--- src/rtl/mips_pkg.sv ---
// Shared MIPS pipeline types: register/data widths, ALU operand-B select encodings, ID/EX record.
// No logic of its own; purely declarations plus one small helper.
// Imported by id_ex_stage and hazard_detect.
package mips_pkg;

  localparam int REG_W    = 5;
  localparam int DATA_W   = 32;
  localparam int ALUCTR_W = 4;
  localparam int CNT_W    = 16;

  // Operand-B source; FWD_* values are only ever produced by the forwarding unit.
  typedef enum logic [1:0] {
    ALUSRC_BUSB    = 2'd0,
    ALUSRC_IMM     = 2'd1,
    ALUSRC_FWD_MEM = 2'd2,
    ALUSRC_FWD_WR  = 2'd3
  } alusrc_e;

  // Contents of the ID/EX pipeline register; all-zero is a bubble.
  typedef struct packed {
    logic                valid;
    logic [REG_W-1:0]    rs;
    logic [REG_W-1:0]    rt;
    logic [REG_W-1:0]    rw;
    logic [DATA_W-1:0]   bus_a;
    logic [DATA_W-1:0]   bus_b;
    logic [DATA_W-1:0]   imm;
    logic                reg_wr;
    logic                mem_read;
    logic                mem_wr;
    alusrc_e             alu_src_b;
    logic [ALUCTR_W-1:0] alu_ctr;
  } id_ex_t;

  // Decode only selects BusB or Imm; anything else from ID collapses to BusB
  // so the stage never emits a forwarding encoding on its own.
  function automatic alusrc_e sanitize_alusrc(input logic [1:0] sel);
    return (sel == ALUSRC_IMM) ? ALUSRC_IMM : ALUSRC_BUSB;
  endfunction

endpackage

--- src/rtl/hazard_detect.sv ---
// Load-use hazard detect: EX holds a valid load whose nonzero Rt is read by the ID instruction.
// Latency: purely combinational.
// Backpressure: none; the result is consumed by id_ex_stage to stall/bubble.
module hazard_detect
  import mips_pkg::*;
(
  input  logic             valid_ex,
  input  logic             mem_read_ex,
  input  logic [REG_W-1:0] rt_ex,
  input  logic [REG_W-1:0] rs_id,
  input  logic [REG_W-1:0] rt_id,
  output logic             hazard
);

  // Register 0 is hard-wired zero, so a load into it can never create a dependency.
  always_comb begin
    hazard = valid_ex & mem_read_ex & (rt_ex != '0) &
             ((rt_ex == rs_id) | (rt_ex == rt_id));
  end

endmodule

--- src/rtl/id_ex_stage.sv ---
// ID/EX pipeline register with load-use stall (macro LOAD_USE_HAZARD_EN enables hazard + stall counter).
// Latency: one cycle from ID inputs to EX outputs; Stall is combinational.
// Backpressure: on load-use, Stall holds PC/IF-ID for one cycle while a bubble enters EX; Flush wins.
module id_ex_stage
  import mips_pkg::*;
(
  input  logic                clk,
  input  logic                rst,
  input  logic [REG_W-1:0]    Rs_Id,
  input  logic [REG_W-1:0]    Rt_Id,
  input  logic [REG_W-1:0]    Rd_Id,
  input  logic [DATA_W-1:0]   BusA_Id,
  input  logic [DATA_W-1:0]   BusB_Id,
  input  logic [DATA_W-1:0]   Imm_Id,
  input  logic                RegWr_Id,
  input  logic                RegDst_Id,
  input  logic                MemRead_Id,
  input  logic                MemWr_Id,
  input  logic [1:0]          ALUSrcB_Id,
  input  logic [ALUCTR_W-1:0] ALUCtr_Id,
  input  logic                Flush,
  output logic [REG_W-1:0]    Rs_Ex,
  output logic [REG_W-1:0]    Rt_Ex,
  output logic [REG_W-1:0]    Rw_Ex,
  output logic [DATA_W-1:0]   BusA_Ex,
  output logic [DATA_W-1:0]   BusB_Ex,
  output logic [DATA_W-1:0]   Imm_Ex,
  output logic                RegWr_Ex,
  output logic                MemRead_Ex,
  output logic                MemWr_Ex,
  output logic                Valid_Ex,
  output logic [1:0]          ALUSrcB_Ex,
  output logic [ALUCTR_W-1:0] ALUCtr_Ex,
  output logic                Stall,
  output logic [CNT_W-1:0]    Stall_Cnt
);

  id_ex_t id_rec;
  id_ex_t ex_q;
  logic   hazard;

  // Assemble the ID instruction as it would appear in EX, resolving the destination register.
  always_comb begin
    id_rec           = '0;
    id_rec.valid     = 1'b1;
    id_rec.rs        = Rs_Id;
    id_rec.rt        = Rt_Id;
    id_rec.rw        = RegDst_Id ? Rd_Id : Rt_Id;
    id_rec.bus_a     = BusA_Id;
    id_rec.bus_b     = BusB_Id;
    id_rec.imm       = Imm_Id;
    id_rec.reg_wr    = RegWr_Id;
    id_rec.mem_read  = MemRead_Id;
    id_rec.mem_wr    = MemWr_Id;
    id_rec.alu_src_b = sanitize_alusrc(ALUSrcB_Id);
    id_rec.alu_ctr   = ALUCtr_Id;
  end

  // Pipeline register: reset, then bubble on flush/hazard, else take the ID instruction.
  // The bubble clears mem_read, which is what limits a load-use stall to one cycle.
  always_ff @(posedge clk) begin
    if (rst) begin
      ex_q <= '0;
    end else if (Flush | hazard) begin
      ex_q <= '0;
    end else begin
      ex_q <= id_rec;
    end
  end

  assign Rs_Ex      = ex_q.rs;
  assign Rt_Ex      = ex_q.rt;
  assign Rw_Ex      = ex_q.rw;
  assign BusA_Ex    = ex_q.bus_a;
  assign BusB_Ex    = ex_q.bus_b;
  assign Imm_Ex     = ex_q.imm;
  assign RegWr_Ex   = ex_q.reg_wr;
  assign MemRead_Ex = ex_q.mem_read;
  assign MemWr_Ex   = ex_q.mem_wr;
  assign Valid_Ex   = ex_q.valid;
  assign ALUSrcB_Ex = ex_q.alu_src_b;
  assign ALUCtr_Ex  = ex_q.alu_ctr;

  // A flushed ID instruction is dead anyway, so holding the front end would only waste a cycle.
  assign Stall = hazard & ~Flush;

`ifdef LOAD_USE_HAZARD_EN
  logic [CNT_W-1:0] stall_cnt_q;

  hazard_detect u_hazard_detect (
    .valid_ex    (ex_q.valid),
    .mem_read_ex (ex_q.mem_read),
    .rt_ex       (ex_q.rt),
    .rs_id       (Rs_Id),
    .rt_id       (Rt_Id),
    .hazard      (hazard)
  );

  // Count stall cycles, saturating rather than wrapping so the figure stays a lower bound.
  always_ff @(posedge clk) begin
    if (rst) begin
      stall_cnt_q <= '0;
    end else if (Stall && (stall_cnt_q != '1)) begin
      stall_cnt_q <= stall_cnt_q + CNT_W'(1);
    end
  end

  assign Stall_Cnt = stall_cnt_q;
`else
  // Hazard detection disabled: bubbles come only from Flush and the counter stays at zero.
  assign hazard    = 1'b0;
  assign Stall_Cnt = '0;
`endif

endmodule

--- config.mk ---
export PLATFORM = sky130hd
export DESIGN_NAME = id_ex_stage
export DESIGN_NICKNAME = d
export VERILOG_FILES = /design/src/rtl/mips_pkg.sv /design/src/rtl/hazard_detect.sv /design/src/rtl/id_ex_stage.sv
export SDC_FILE = /design/constraint.sdc
export NUM_CORES = 1
export LEC_CHECK = 0
export ABC_CLOCK_PERIOD_IN_PS = 3000
export CORE_UTILIZATION = 25
export DETAILED_ROUTE_END_ITERATION = 12
export GPL_TIMING_DRIVEN = 0
export HOLD_SLACK_MARGIN = 0.02
export SYNTH_ARGS = -nofsm -noshare
export SYNTH_HDL_FRONTEND = slang
export SYNTH_SLANG_ARGS = --single-unit
--- constraint.sdc ---
create_clock -name clk -period 3 [get_ports clk]
set_input_delay 0.6 -clock clk [delete_from_list [all_inputs] [get_ports clk]]
set_output_delay 0.6 -clock clk [all_outputs]
set_load 0.02 [all_outputs]
==> flow_metrics.env <==
export IMPL_status="completed"
export IMPL_p_int_mw=3.54
export IMPL_port_buffers=242
export IMPL_crit_path_end_kind="primary output"
export IMPL_hold_start="RegDst_Id"
export IMPL_hold_path_cell_count=3
export IMPL_dieHeight_um=119
export IMPL_clk_pin_slew_ns=0.05
export IMPL_h_tree_depth=4
export IMPL_overflow=0
export IMPL_yosysTopAreaCell="dfxtp_1"
export IMPL_first_iter_violations=47
export IMPL_post_dp_hpwl_um=6940
export IMPL_power_density_mw_per_mm2=648
export IMPL_worst_setup_path_start_kind="flop"
export IMPL_finalHoldViolCount=0
export IMPL_die_w_um=119
export IMPL_whs_endpoint="Rw_Ex[0]"
export IMPL_io_pins=262
export IMPL_synth_cell_types=12
export IMPL_syn_to_final_growth_pct=97.6
export IMPL_fin_area_sq_mm=0.00682
export IMPL_drc=0
export IMPL_grt_max_degree=17
export IMPL_hold_buffers=0
export IMPL_period_share_pct=65.2
export IMPL_max_freq_mhz=512
export IMPL_netlist_instances=279
export IMPL_seqPwrFrac_pct=38.0
export IMPL_via_per_inst=3.67
export IMPL_fin_crit_ns=1.95
export IMPL_finalMaxSlewViolations=0
export IMPL_peakVddDrop_uv=486
export IMPL_cts_sinks=120
export IMPL_root_buffer="clkbuf_16"
export IMPL_nets=681
export IMPL_multiInputGateArea_sq_um=857
export IMPL_synth_flop_cell="dfxtp_1"
export IMPL_path_class="reg -> out"
export IMPL_core_area_sq_mm=0.0133
export IMPL_layout_drive_gt1_share_pct=10.2
export IMPL_cts_tree="yes"
export IMPL_path_cells="clkdlybuf4s50_1"
export IMPL_synth_enable_flop_cells=0
export IMPL_cts_resized=0
export IMPL_antenna_found_initial=0
export IMPL_ys_async_sr_fraction_pct=0
export IMPL_finalPower_mw=4.42
export IMPL_diodes=0
export IMPL_firstDrtPassIters=4
export IMPL_finalSetupTns_ns=0
export IMPL_power_frac_comb_pct=11.1
export IMPL_critPathMaxStageDelay_ns=0.63
export IMPL_vias=2731
export IMPL_post_cts_setup_buffers=0
export IMPL_p_leak_nw=2.80
export IMPL_synth_seq_cells=120
export IMPL_regArea_sq_mm=0.00240
export IMPL_start_util_pct=25.9
export IMPL_rsz0062_at_grt="no"
export IMPL_yosys_top_cells_count="dfxtp_1 (120), and2_1 (113), buf_4 (18)"
export IMPL_place_congestion=0.747
export IMPL_worstPathRequired_ns=2.40
export IMPL_slowest_stage="clkdlybuf4s50_1"
export IMPL_max_cap_violations=0
export IMPL_crit_arrival_ns=1.35
export IMPL_dpl_cell_area_sq_mm=0.00616
export IMPL_clockPowerShare_pct=50.9
export IMPL_p_switching_uw=880
export IMPL_swShare_pct=19.9
export IMPL_routed_wl_um=9110
export IMPL_ant_nets=0
export IMPL_setup_viol=0
export IMPL_yosysTopAreaCellShare_pct=69.6
export IMPL_cts_max_path_buffers=2
export IMPL_hold_class="in -> reg"
export IMPL_cp_max_fo=1
export IMPL_grt_pass1_wl_um=13900
export IMPL_cp_num_buf_inv=1
export IMPL_syn_area_per_cell_sq_um=12.4
export IMPL_yosys_top_cells_area="dfxtp_1 (70%), and2_1 (20%), buf_4 (3.9%)"
export IMPL_syn_area_sq_mm=0.00345
export IMPL_yosysSeqAreaShare_pct=69.6
export IMPL_fillers=1169
export IMPL_gr_usage_all_layers_pct=13.3
export IMPL_path_delay_family="buffers and inverters"
export IMPL_grt_pass1_vias=2763
export IMPL_die_area_sq_mm=0.0143
export IMPL_wl_per_cell_um=12.2
export IMPL_num_rows=42
export IMPL_ys_warnings_count=0
export IMPL_postLayoutCoreUtil_pct=51.1
export IMPL_yosysMostFrequentCell="dfxtp_1"
export IMPL_numCtsBuffers=17
state kept, by name, summed over array words and instances, names as in the netlist:
register	count
ALUCtr_Ex	4
Rt_Ex	5
MemRead_Ex	1
RegWr_Ex	1
Imm_Ex	32
BusB_Ex	32
Valid_Ex	1
BusA_Ex	32
MemWr_Ex	1
Rs_Ex	5
Rw_Ex	5
ALUSrcB_Ex	1
per-stage QoR:
stage	hold slack, ns	setup WS (ns)	std cells
global route	0.668	0.999	745
finish	0.659	1.05	745
CTS	0.647	1.01	745
detailed placement	1.07	0.908	714
global placement	1.07	0.834	714
floorplan	0.676	1.59	296
cell usage in the layout, fill, tap and decap left out, drive strengths merged:
cell type and instances:
clkbuf 28, inv 1, or2 1, conb 18, bufinv 5, buf 27, clkinv 3, dfxtp 120
and2 113, nor2 5, mux2i 5, nor3b 1, clkdlybuf4s50 242
power by group through the flow:
stage	Combinational, mW	Sequential (mW)	Clock (mW)
floorplan	0.107	1.79	0
global placement	0.491	1.71	0
detailed placement	0.493	1.71	0
CTS	0.496	1.68	2.30
global route	0.521	1.68	2.38
finish	0.490	1.68	2.25
cell type report:
cell class,instances,area share [%]
plain buffers,32,3.65
clock buffers,23,7.30
clock inverters,8,2.42
inverters,1,0.0917
multi-input cells,143,12.6
flip-flops and latches,120,35.2
well taps,176,3.23
repair buffers,242,35.5
kinds of logic (layout without fill, tap and decap cells):
logic type	Yosys count	count (layout)	synth area share (%)
buffers and inverters	33	306	7.40
flip-flops	120	120	69.6
other	1	18	0.109
AND/OR/NAND/NOR	120	120	21.4
multiplexers	5	5	1.45
worst max path at each step:
| stage | cells past startpoint | start | end |
|---|---|---|---|
| 2_1_floorplan | 6 | Flush | BusA_Ex[0] |
| 3_3_place_gp | 6 | Flush | Imm_Ex[14] |
| 3_5_place_dp | 6 | Flush | Imm_Ex[14] |
| 4_1_cts | 1 | Imm_Ex[17] | Imm_Ex[17] |
| 5_1_grt | 1 | Rw_Ex[3] | Rw_Ex[3] |
| 6_report | 1 | Imm_Ex[17] | Imm_Ex[17] |
layer usage:
metal	routed length, um	GRT usage, %
met5	0	0
met4	127	6.80
met3	1280	8.52
met2	4510	22.4
met1	3190	12.3
Power figures use the tool's default switching activity.
